<file path="src/rtl/iu_pkg.sv">
// Shared types and constants for the integer-unit hazard scoreboard.
package iu_pkg;

    localparam int DEPTH_MIN = 2;
    localparam int DEPTH_MAX = 8;
    localparam int FWD_RF    = 0;
    localparam int RN_W      = 8;
    localparam int LAT_W     = 4;

    typedef struct packed {
        logic             v;
        logic [RN_W-1:0]  rn;
        logic [LAT_W-1:0] lat;
    } sb_entry_t;

    localparam sb_entry_t SB_EMPTY = '{v: 1'b0, rn: 8'd0, lat: 4'd0};

    // A latency of zero would mean "ready before EXE", which cannot exist.
    function automatic logic [LAT_W-1:0] clamp_lat(input logic [LAT_W-1:0] lat);
        return (lat == 4'd0) ? 4'd1 : lat;
    endfunction

endpackage

</file>
<file path="src/rtl/iu_sb_match.sv">
// Per-source priority match over the in-flight entries; youngest stage wins.
module iu_sb_match
    import iu_pkg::*;
#(
    parameter int NE  = 2,
    parameter int RA  = 5,
    parameter int SWP = 3
) (
    input  sb_entry_t [NE-1:0] entries,
    input  logic [RA-1:0]      src,
    input  logic               use_src,
    output logic               hit,
    output logic               ready,
    output logic [SWP-1:0]     stage
);

    // Scan oldest to youngest so the youngest match is the last assignment.
    always_comb begin
        hit   = 1'b0;
        ready = 1'b0;
        stage = {SWP{1'b0}};
        for (int k = NE; k >= 1; k--) begin
            if (use_src && (src != {RA{1'b0}}) && entries[k-1].v &&
                (entries[k-1].rn == RN_W'(src))) begin
                hit   = 1'b1;
                ready = (LAT_W'(k) >= entries[k-1].lat);
                stage = SWP'(k);
            end else begin
                hit   = hit;
            end
        end
    end

endmodule

</file>
<file path="src/rtl/iu_hazard_scoreboard.sv">
// Register-hazard scoreboard and ID operand forwarding; define IU_SB_FWD_EN
// to enable forwarding, otherwise any in-flight match interlocks.
module iu_hazard_scoreboard
    import iu_pkg::*;
#(
    parameter int DW    = 32,
    parameter int NREG  = 32,
    parameter int DEPTH = 3,
    localparam int RA   = $clog2(NREG),
    localparam int SW   = $clog2(DEPTH)
) (
    input  logic                clk,
    input  logic                clrn,
    input  logic                id_valid,
    input  logic [RA-1:0]       id_rs,
    input  logic [RA-1:0]       id_rt,
    input  logic                id_use_rs,
    input  logic                id_use_rt,
    input  logic                id_wreg,
    input  logic [RA-1:0]       id_rn,
    input  logic [SW:0]         id_lat,
    input  logic                ext_stall,
    input  logic [DW-1:0]       rf_a,
    input  logic [DW-1:0]       rf_b,
    input  logic [DEPTH*DW-1:0] stage_data,
    output logic                stall,
    output logic [SW:0]         fwd_a,
    output logic [SW:0]         fwd_b,
    output logic [DW-1:0]       da,
    output logic [DW-1:0]       db,
    output logic [15:0]         stall_cnt
);

    localparam int NE  = DEPTH - 1;
    localparam int SWP = SW + 1;
`ifdef IU_SB_FWD_EN
    localparam bit FWD_EN = 1'b1;
`else
    localparam bit FWD_EN = 1'b0;
`endif

    sb_entry_t [NE-1:0] entries_r;
    sb_entry_t          new_entry_s;
    logic               hit_a_s, hit_b_s, ready_a_s, ready_b_s;
    logic [SWP-1:0]     stage_a_s, stage_b_s, fwd_a_s, fwd_b_s;
    logic               stall_s;
    logic [15:0]        stall_cnt_r;

    iu_sb_match #(.NE(NE), .RA(RA), .SWP(SWP)) u_match_rs (
        .entries(entries_r), .src(id_rs), .use_src(id_use_rs),
        .hit(hit_a_s), .ready(ready_a_s), .stage(stage_a_s)
    );

    iu_sb_match #(.NE(NE), .RA(RA), .SWP(SWP)) u_match_rt (
        .entries(entries_r), .src(id_rt), .use_src(id_use_rt),
        .hit(hit_b_s), .ready(ready_b_s), .stage(stage_b_s)
    );

    // Without forwarding a ready result is still unusable, so every hit stalls.
    assign stall_s = id_valid & ((hit_a_s & ~(FWD_EN & ready_a_s)) |
                                 (hit_b_s & ~(FWD_EN & ready_b_s)));
    assign fwd_a_s = (FWD_EN & hit_a_s & ready_a_s) ? stage_a_s : SWP'(FWD_RF);
    assign fwd_b_s = (FWD_EN & hit_b_s & ready_b_s) ? stage_b_s : SWP'(FWD_RF);

    // Operand muxes: register file unless a tracked stage is selected.
    always_comb begin
        da = rf_a;
        db = rf_b;
        for (int k = 1; k <= NE; k++) begin
            if (fwd_a_s == SWP'(k)) begin
                da = stage_data[k*DW-1 -: DW];
            end else begin
                da = da;
            end
            if (fwd_b_s == SWP'(k)) begin
                db = stage_data[k*DW-1 -: DW];
            end else begin
                db = db;
            end
        end
    end

    // Entry 1 takes the issuing writer, or a bubble when ID does not advance.
    always_comb begin
        new_entry_s = SB_EMPTY;
        if (id_valid && !stall_s && !ext_stall) begin
            new_entry_s = '{v:   id_wreg & (id_rn != {RA{1'b0}}),
                            rn:  RN_W'(id_rn),
                            lat: clamp_lat(LAT_W'(id_lat))};
        end else begin
            new_entry_s = SB_EMPTY;
        end
    end

    // Pipeline shift of tracked entries and saturating stall counter.
    always_ff @(posedge clk or negedge clrn) begin
        if (!clrn) begin
            entries_r   <= {NE{SB_EMPTY}};
            stall_cnt_r <= 16'd0;
        end else begin
            entries_r[0] <= new_entry_s;
            for (int k = 1; k < NE; k++) begin
                entries_r[k] <= entries_r[k-1];
            end
            if (stall_s && (stall_cnt_r != 16'hFFFF)) begin
                stall_cnt_r <= stall_cnt_r + 16'd1;
            end else begin
                stall_cnt_r <= stall_cnt_r;
            end
        end
    end

    assign stall     = stall_s;
    assign fwd_a     = fwd_a_s;
    assign fwd_b     = fwd_b_s;
    assign stall_cnt = stall_cnt_r;

endmodule

</file>
<file path="config.mk">
export PLATFORM = sky130hd
export DESIGN_NAME = iu_hazard_scoreboard
export DESIGN_NICKNAME = d
export VERILOG_FILES = /design/src/rtl/iu_pkg.sv /design/src/rtl/iu_sb_match.sv /design/src/rtl/iu_hazard_scoreboard.sv
export SDC_FILE = /design/constraint.sdc
export NUM_CORES = 1
export LEC_CHECK = 0
export BUFFER_PORTS_ARGS = -buffer_cell sky130_fd_sc_hd__clkbuf_2
export CAP_MARGIN = 20
export CORE_AREA = 10 10 97 99
export DETAILED_ROUTE_END_ITERATION = 8
export DIE_AREA = 0 0 107 109
export PLACE_DENSITY = 0.71
export SLEW_MARGIN = 20
export SYNTH_ARGS = -nofsm -noshare
export SYNTH_HDL_FRONTEND = slang
export SYNTH_SLANG_ARGS = --single-unit
</file>
<file path="constraint.sdc">
create_clock -name clk -period 4.2 [get_ports clk]
set_input_delay 0.21 -clock clk [delete_from_list [all_inputs] [get_ports clk]]
set_output_delay 0.21 -clock clk [all_outputs]
set_load 0.005 [all_outputs]
</file>
==> summary.md, run 1 <==
| Metric | Value |
|---|---|
| Gr usage total | 6.707% |
| Complex-gate fraction of the synthesized area | 4.387% |
| Min Tclk post-route | 2.429 ns |
| Largest net degree at the start of global routing | 29 |
| Post-CTS Setup Inserts | 0 |
| Max-Slew Margin vs Limit | 51.49% |
| Syn-to-layout area delta | -6.040% |
| PostCTS Resize Cnt | 0 |
| Total congestion overflow | 0 |
| PD cells | 298.4 nW/µm² |
| Vias/cell | 4.185 |
| Crit-path max FO | 17 |
| Placed cells | 271 |
| Cells after Synth | 197 |
| Worst EP arrival | 2.22 ns |
| # rows | 32 |
| CP bufs+invs | 1 |
| Port bufs | 38 |
| Die Footprint | 11,660 µm² |
| WL/cell | 14.57 µm |
| Clk_skew | 0.004147 ns |
| Largest family of logic cells by synthesized area | buffers and inverters |
| Proportion of synthesized area in mux cells | 1.335% |
| Adder-Cell Fraction of Synth Area | less than 1% |
| #FFs+latches synth | 28 |
| Layout filler cell count | 843 |
| Inserted Clock Buffers | 3 |
| Crit-path max cell delay | between 0.6 and 0.7 ns |
| Non-Filler Instances | about 280 |
| Post-DP HPWL | 3.264 mm |
| Final hold viol count | 0 |
| N_diodes | 0 |
| 1st-pass router iterations | 4 |
| CP delay by family, top | compound AO/OA/AOI/OAI gates |
| Final GP Congestion | roughly 0.78 |
| CP cell instances | xor2_1, nor4_2, a32oi_1, o32ai_4, clkbuf_2 |
| I/O Pins | 272 |
| Fin worst setup slack | between 1.5 and 2 ns |
| Clock buffer depth | 2 |
| WL final | 4.021 mm |
| Max-slew violations | 0 |
| Final period util | 57.83% |
| Setup Viol. Count Final | 0 |
| Sequential cell area | 700.7 µm² |
| H-Tree Depth | 1 |
| CTS root buf | clkbuf_8 |
| Area of the multi-input gates | 745.7 µm² |
| Reg clk slew, reported paths | approximately 0.10 ns |
| Pre-CTS setup slack | 1.832 ns |
| Worst vdd ir | approximately 0.10 mV |
| Yosys cell types | 36 |
| F_max | 0.4117 GHz |
| DRT iter0 DRCs | 47 |
| Register area share after synthesis | 35.60% |
| Synthesized area | 1968 µm² |
| Slew of the pin with the lowest slew margin | 0.7276 ns |
| Simple-gate share of the synthesized area | 15.70% |
| Initial core utilization | 26.15% |
| CP Capture Type | output pin |
| Initial antenna violation count | 0 |
| Final nets | about 360 |
| Most frequent cells in the layout | clkbuf_2 (38), dfrtp_1 (28), xnor2_1 (17) |
| Layout cells sized above 1 | 28.16% |
| Number of max-cap violations | 0 |
| Synth Area per Inst | 9.991 µm² |
| Die Y | approximately 110 µm |
| R2r worst-path depth | 6 |
| Outcome | complete, no violations |
| Worst skew pair latency | 0.28 ns |
| Crit Path Category | reg -> out |
| Worst path slowest cell | o32ai_4 |
| WP depth | 5 |
| Crit path launch type | register |
| Power, Total | 0.5518 mW |
| Die width | 107 µm |
| CTS Sinks | 28 |
| Lkg Pwr | 0.8712 nW |
| Final ANT Viol Nets | 0 |
| Core ar. | around 7500 µm² |
| Setup TNS | 0 ns |
| First-pass GRT wire length | 6.272 mm |
| Hold depth | 2 |
| CTS tree | yes |
| Required @ worst endpoint | 3.99 ns |
| Min-delay worst type | in -> reg |
| Xor-xnor portion of the synthesized cell area | 14.69% |
| Vias after detailed routing | about 1,200 |
| RSZ-0062 raised after global routing | false |
| Commonest non-fill, non-tap cell in the layout | clkbuf_2 |
| Drc violations | 0 |
| Number of global-route vias before repair | between 1,000 and 1,500 |
| Yosys Warn Count | 0 |
[cells by family (layout without fill, tap and decap cells)]
| family | Yosys count | count (layout) |
|---|---|---|
| multiplexers | 2 | 2 |
| other | 1 | 6 |
| AO/OA/AOI/OAI | 9 | 9 |
| adder cells (fa/ha/maj) | 1 | 1 |
| XOR/XNOR | 33 | 33 |
| buffers and inverters | 72 | 44 |
| flip-flops | 28 | 28 |
| AND/OR/NAND/NOR | 51 | 51 |
[stage by stage]
stage	hold WS, ns	cell area [µm²]	util, %
6_report	0.1322	1849	24.57
5_1_grt	0.1220	1849	24.57
4_1_cts	0.1236	1849	24.57
3_5_place_dp	0.3052	1768	23.49
3_3_place_gp	0.2908	1768	23.49
2_1_floorplan	-0.08559	1987	-
[metal layers]
layer	vias up	wire, µm	track usage, %
met5	-	0	0
met4	0	59	3.965
met3	4	324	2.301
met2	46	2126	11.68
met1	562	1510	6.907
li1	543	-	-
[area by class of cell]
| class | instances | area share, % |
|---|---|---|
| multi-input cells | 102 | 40.32 |
| inverters | 1 | 0.2030 |
| clock buffers | 3 | 2.233 |
| flip-flops and latches | 28 | 37.89 |
| clock inverters | 1 | 1.624 |
| well taps | 102 | 6.901 |
| repair buffers | 39 | 10.83 |
[power breakdown]
part           leakage, nW  total [mW]  switching, mW  internal, mW
clock               0.0357       0.216         0.0885         0.128
sequential           0.384       0.285        0.00807         0.277
combinational        0.451      0.0507         0.0272        0.0236
total                0.871       0.552          0.124         0.428
[repair_timing]
action / CTS / global route
endpoints found under the setup margin: 0 / 0
hold buffers: 1 / 0
hold endpoints to repair: 16 / 0
[cells in the mapped netlist (all sizes together)]
master / n / area share [%]
or2: 1 / 0.32
mux2: 2 / 1.3
nand2b: 1 / 0.32
a31oi: 1 / 0.32
a32oi: 2 / 0.89
a41oi: 1 / 0.45
nor4: 4 / 1.6
ha: 1 / 0.64
nor3b: 1 / 0.38
inv: 1 / 0.19
and3: 6 / 1.9
o21ai: 2 / 0.51
o32ai: 1 / 1.4
or4: 2 / 0.76
and2: 9 / 2.9
buf: 71 / 27
xor2: 16 / 7.1
and4: 1 / 0.45
o311a: 1 / 0.51
nand3: 9 / 2.3
nor2: 3 / 0.57
dfrtp: 28 / 36
o22ai: 1 / 0.32
or3: 1 / 0.32
nand2: 6 / 1.3
nand4: 5 / 1.9
conb: 1 / 0.19
nor3: 2 / 0.76
xnor2: 17 / 7.6
[final timing paths]
path | from | endpoint | slack, ns
min | id_wreg | entries_r[12] | 0.13
max | entries_r[21] | stall | 1.77
min reg2reg | entries_r[12] | entries_r[25] | 0.43
min in group asynchronous | clrn | entries_r[8] | 0.52
max in group asynchronous | clrn | stall_cnt[12] | 3.21
max reg2reg | entries_r[21] | stall_cnt[14] | 1.85
[flip-flops by register name (all words and copies together), names as in the netlist]
name,flops
entries_r,12
stall_cnt,16
(Power assumes the default switching activity.)
==> run 2: changes to the inputs <==
--- a/config.mk
+++ b/config.mk
@@ -7,10 +7,10 @@
 export LEC_CHECK = 0
 export BUFFER_PORTS_ARGS = -buffer_cell sky130_fd_sc_hd__clkbuf_2
 export CAP_MARGIN = 20
-export CORE_AREA = 10 10 97 99
+export CORE_AREA = 10 10 98 100
 export DETAILED_ROUTE_END_ITERATION = 8
-export DIE_AREA = 0 0 107 109
-export PLACE_DENSITY = 0.71
+export DIE_AREA = 0 0 108 110
+export PLACE_DENSITY = 0.72
 export SLEW_MARGIN = 20
 export SYNTH_ARGS = -nofsm -noshare
 export SYNTH_HDL_FRONTEND = slang
==> constraint.sdc (replaced) <==
create_clock -name clk -period 2 [get_ports clk]
set_input_delay 0.1 -clock clk [delete_from_list [all_inputs] [get_ports clk]]
set_output_delay 0.1 -clock clk [all_outputs]
set_load 0.005 [all_outputs]
==> run 2 against run 1 <==
  * The run now ends with negative setup slack left
  * Sequential power rose by 110%
  * First-iteration DRC count shrank 66%
  * Utilization rose by 0.99 points
  * Clock-buffer cell count unchanged
  * Die area increased by 1.9%
  * Setup slack got worse by 1.8 ns
  * Cell count grew 3.3%
  * Non-clock buffer count up 10
  * Critical path depth is 3 higher
  * Sequential cell count unchanged
  * Clock power is 35% higher
  * Wire length grew 0.75%
  * Largest cell class unchanged
==> summary.md, run 2 (synthesis gave the netlist of run 1 again) <==
| Metric | Value |
|---|---|
| Die Footprint | 11,880 µm² |
| Lkg Pwr | 0.9357 nW |
| DRT iter0 DRCs | 16 |
| Total congestion overflow | 0 |
| Fin worst setup slack | -0.07391 ns |
| Max-slew violations | 0 |
| Required @ worst endpoint | 2.16 ns |
| Vias/cell | 4.221 |
| Non-Filler Instances | 285 |
| I/O Pins | 272 |
| Die width | 108 µm |
| Worst EP arrival | approximately 2.2 ns |
| WL/cell | ~14 µm |
| PD cells | 512.4 nW/µm² |
| Switch share | 23.20% |
| Port bufs | 38 |
| N_diodes | 0 |
| Most frequent cells in the layout | clkbuf_2 (37), dfrtp_1 (28), xor2_1 (16), xnor2_1 (16), and2_1 (9) |
| WL final | 4.051 mm |
| Worst vdd ir | between 0.2 and 0.3 mV |
| Clock buffer depth | 2 |
| Layout cells sized above 1 | 34.43% |
| Min-delay src | id_rn[2] |
| 1st-pass router iterations | 4 |
| CTS tree | yes |
| Max FFs per register | 16 |
| Setup Viol. Count Final | 4 |
| CTS Sinks | 28 |
| F_max | between 0.4 and 0.5 GHz |
| CTS root buf | clkbuf_8 |
| Commonest non-fill, non-tap cell in the layout | clkbuf_2 |
| Outcome | finished with violations |
| R2r worst-path depth | 8 |
| Post-DP HPWL | 3.349 mm |
| Sw Pwr | 0.2324 mW |
| Crit-path max FO | 3 |
| Combinational Power Share | 11.3% |
| Min Tclk post-route | 2.074 ns |
| Final ANT Viol Nets | 0 |
| Gr usage total | about 6.6% |
| RSZ-0062 raised after global routing | true |
| Hold depth | 2 |
| R2r setup slk | -0.07 ns |
| Crit Path Category | reg -> reg |
| Syn-to-layout area delta | -0.6995% |
| Final hold viol count | 0 |
| Initial antenna violation count | 0 |
| Vias after detailed routing | approximately 1,200 |
| Clock share of power | 29.1% |
| Final period util | 103.7% |
| Number of max-cap violations | 0 |
| CP Capture Type | register |
| Max-Slew Margin vs Limit | 53.51% |
| RR Startpoint | entries_r[19] |
| Number of global-route vias before repair | 1,348 |
| Initial core utilization | 25.74% |
| Largest net degree at the start of global routing | 29 |
| H-Tree Depth | 1 |
| Min-delay worst type | in -> reg |
| Final GP Congestion | 0.7992 |
| First-pass GRT wire length | approximately 6.6 mm |
| Drc violations | 0 |
| Seq pwr share | between 50 and 60% |
| Core ar. | 7647 µm² |
| Inserted Clock Buffers | 3 |
| Worst skew pair latency | 0.27 ns |
| Clk_skew | 0.008719 ns |
| Reg clk slew, reported paths | ~0.090 ns |
| Slew of the pin with the lowest slew margin | 0.6974 ns |
| Failing checks | negative setup slack |
| R2r endpoint | stall_cnt[14] |
| Crit path launch type | register |
| Final nets | 371 |
| Die Y | roughly 110 µm |
| Hold EP | entries_r[6] |
| # rows | 32 |
| Power, Total | approximately 1 mW |
| P_int | 0.7691 mW |
| Placed cells | 279 |
[run 2: power groups by stage]
stage,sequential [mW],clock (mW),combinational (mW)
global route,0.601,0.337,0.126
CTS,0.598,0.313,0.115
finish,0.598,0.291,0.113
global placement,0.608,0,0.107
floorplan,0.606,0,0.162
detailed placement,0.609,0,0.110
[run 2: how the worst max path moves through the flow]
stage                              from       endpoint  slack [ns]  cells past startpoint
after floorplan           entries_r[21]  stall_cnt[14]        0.10                      6
after global placement     entries_r[8]  stall_cnt[14]       -0.01                      7
after detailed placement   entries_r[8]  stall_cnt[14]       -0.07                      7
after CTS                 entries_r[21]  stall_cnt[14]       -0.10                      8
after global routing       entries_r[4]  stall_cnt[14]       -0.15                      8
final                     entries_r[19]  stall_cnt[14]       -0.07                      8
[run 2: through the flow]
stage / worst slack (ns) / util, % / TNS (ns) / hold WS [ns] / area, µm²
global placement: -0.01018 / 24.07 / -0.01018 / 0.1809 / 1841
detailed placement: -0.06970 / 24.07 / -0.4773 / 0.1948 / 1841
floorplan: 0.1027 / - / 0 / -0.1956 / 1987
global route: -0.1495 / 25.56 / -0.9032 / 0.04302 / 1954
CTS: -0.1001 / 25.28 / -0.4056 / 0.04613 / 1933
finish: -0.07391 / 25.56 / -0.2051 / 0.05495 / 1954
[run 2: layer usage]
metal,vias up,share of wire [%],track usage (%)
li1,561,-,-
met1,571,39,7.568
met2,57,49,11.08
met3,14,10,2.438
met4,0,1.6,2.481
met5,-,0,0
[run 2: layout make-up]
type | count | area, µm²
Fill cell | 811 | 5693
Multi-Input combinational cell | 102 | 783.3
Sequential cell | 28 | 700.7
Timing Repair Buffer | 49 | 297.8
Tap cell | 102 | 127.6
Clock buffer | 3 | 41.29
Inverter | 1 | 3.754
[run 2: critical path: stages (launching register included)]
cell	delay (ns)
dfrtp_1	0.41
xor2_1	0.16
nor4_2	0.30
a32oi_2	0.18
o32ai_4	0.26
buf_12	0.15
buf_4	0.12
nand4_4	0.08
mux2_4	0.30
[run 2: repair_timing]
item | 4_1_cts | 5_1_grt
buffers inserted | 2 | 0
hold buffers | 1 | 0
endpoints found under the setup margin | 11 | 14
pin swaps | 0 | 6
gates resized for setup | 4 | 4
endpoints found under the hold margin | 28 | 0
==> run 3: changes to the inputs <==
==> constraint.sdc (replaced) <==
create_clock -name clk -period 1.9 [get_ports clk]
set_input_delay 0.095 -clock clk [delete_from_list [all_inputs] [get_ports clk]]
set_output_delay 0.095 -clock clk [all_outputs]
set_load 0.02 [all_outputs]
==> run 3 against run 2 <==
  * The flow still finishes with violations (negative setup slack)
  * Power grew 9.5%
  * Register-to-register slack lost 0.11 ns
  * Via count grew 2.6%
  * Global-route usage grew 0.45 points
  * Critical path type is now reg -> out
  * Largest power group unchanged
==> summary.md, run 3 (synthesis gave the netlist of run 1 again) <==
| Metric | Value |
|---|---|
| Outcome | finished with violations |
| Failing checks | negative setup slack |
| Required @ worst endpoint | roughly 1.8 ns |
| Crit-path max cell delay | ~0.40 ns |
| Combinational Power Share | ~14% |
| CP cell instances | xor2_1, nor4_2, a32oi_2, o32ai_4, buf_12, buf_8, clkbuf_8 |
| Reg clk slew, reported paths | 0.09 ns |
| Drc violations | 0 |
| CP delay by family, top | compound AO/OA/AOI/OAI gates |
| # rows | 32 |
| Die width | 108 µm |
| CP bufs+invs | 3 |
| Switch share | 25.39% |
| Met3 WL | 427 µm |
| Worst skew pair latency | ~0.27 ns |
| Worst path slowest cell | dfrtp_1 |
| F_max | 0.4796 GHz |
| DRT iter0 DRCs | 76 |
| Crit-path max FO | 3 |
| H-Tree Depth | 1 |
| First-pass GRT wire length | 6.872 mm |
| Syn-to-layout area delta | 9.218% |
| Gr usage total | a little over 7% |
| Largest net degree at the start of global routing | 29 |
| Number of global-route vias before repair | 1,361 |
| Setup Viol. Count Final | 23 |
| Fin worst setup slack | -0.1849 ns |
| RSZ-0062 raised after global routing | true |
| Slew of the pin with the lowest slew margin | 0.7334 ns |
| Most frequent cells in the layout | clkbuf_2 (37), dfrtp_1 (28), xor2_1 (16) |
| Clk_skew | approximately 0.0083 ns |
| 1st-pass router iterations | 4 |
| WL/cell | 15.10 µm |
| Min Tclk post-route | ~2.1 ns |
| Clock share of power | 29.1% |
| Max FFs per register | 16 |
| Core ar. | 7647 µm² |
| Final GP Congestion | approximately 0.84 |
| Total congestion overflow | 0 |
| Vias after detailed routing | 1,234 |
| Final core occ | 28.11% |
| Vias/cell | 4.197 |
| Seq pwr share | about 57% |
| DR top layer | met4 |
| CTS tree | yes |
| Max-slew violations | 0 |
| Min-delay worst type | in -> reg |
| WL final | around 4.4 mm |
| Clock buffer depth | 2 |
| Inserted Clock Buffers | 3 |
| P_int | between 0.8 and 0.9 mW |
| Worst vdd ir | 0.3116 mV |
| Power, Total | 1.096 mW |
| Final nets | 380 |
| Die Footprint | 11,880 µm² |
| Sw Pwr | 0.2783 mW |
| CTS Sinks | 28 |
| Initial core utilization | 25.74% |
| Die Y | 110 µm |
| Number of max-cap violations | 0 |
| Met2 wire len | 2.197 mm |
| I/O Pins | 272 |
| Initial antenna violation count | 0 |
| CP Capture Type | output pin |
| CTS root buf | clkbuf_8 |
| Met1 wire length | between 1.5 and 2 mm |
| Max-Slew Margin vs Limit | 51.11% |
| Post-DP HPWL | 3.421 mm |
| Port bufs | 38 |
| N_diodes | 0 |
| Crit path launch type | register |
| PD cells | 510.0 nW/µm² |
| Final ANT Viol Nets | 0 |
| Worst EP arrival | approximately 2 ns |
| Crit Path Category | reg -> out |
| Hold slack final | 0.04387 ns |
| Lkg Pwr | around 1.0 nW |
| Final period util | 109.7% |
| Commonest non-fill, non-tap cell in the layout | clkbuf_2 |
| Layout cells sized above 1 | 44.27% |
| Final hold viol count | 0 |
run 3: cell types whose count changed in the layout (fill, tap and decap cells not counted), moves of 2 or more:
cell / delta
nand3_2: +4
nand3_1: -6
nand3_4: +2
buf_6: +3
buf_4: +3
buf_8: +2
run 3: repair_timing:
| item | in CTS | in global routing |
|---|---|---|
| buffers inserted | 4 | 3 |
| gates resized for setup | 14 | 18 |
| pin swaps | 4 | 3 |
| setup endpoints to repair | 14 | 23 |
| hold endpoints to repair | 28 | 0 |
| hold buffers | 1 | 0 |
run 3: through the flow:
step | area [µm²] | std cells | setup WS [ns] | TNS [ns]
detailed placement | 1871 | 283 | -0.1292 | -1.033
finish | 2150 | 294 | -0.1849 | -2.164
global route | 2150 | 294 | -0.3021 | -4.937
CTS | 2023 | 291 | -0.2108 | -2.096
floorplan | 1987 | 202 | 0.002675 | 0
global placement | 1871 | 283 | -0.1091 | -0.7075
run 3: layer usage:
metal / vias up / track usage (%)
met5: - / 0
met4: 0 / 2.481
met3: 14 / 2.786
met2: 59 / 11.85
met1: 582 / 8.010
li1: 579 / -
run 3: layout make-up:
cell class              instances  area [µm²]
fillers                       804        5498
multi-input cells             102       878.3
flip-flops and latches         28       700.7
repair buffers                 58       397.9
well taps                     102       127.6
clock buffers                   3       41.29
inverters                       1       3.754
run 3: path summary, 6_finish.rpt:
path,from,to,slack (ns),cells after the start
max,entries_r[21],stall,-0.18,7
min,id_wreg,entries_r[12],0.04,2
max reg2reg,entries_r[21],stall_cnt[11],-0.18,9
min reg2reg,entries_r[12],entries_r[25],0.42,0
max in group asynchronous,clrn,entries_r[18],1.03,2
min in group asynchronous,clrn,stall_cnt[4],0.40,2
run 3: power groups by stage:
stage          combinational (mW)  clock, mW  sequential [mW]
2_1_floorplan               0.267          0            0.646
3_3_place_gp                0.134          0            0.639
3_5_place_dp                0.137          0            0.640
4_1_cts                     0.148      0.339            0.629
5_1_grt                     0.164      0.364            0.631
6_report                    0.148      0.320            0.628
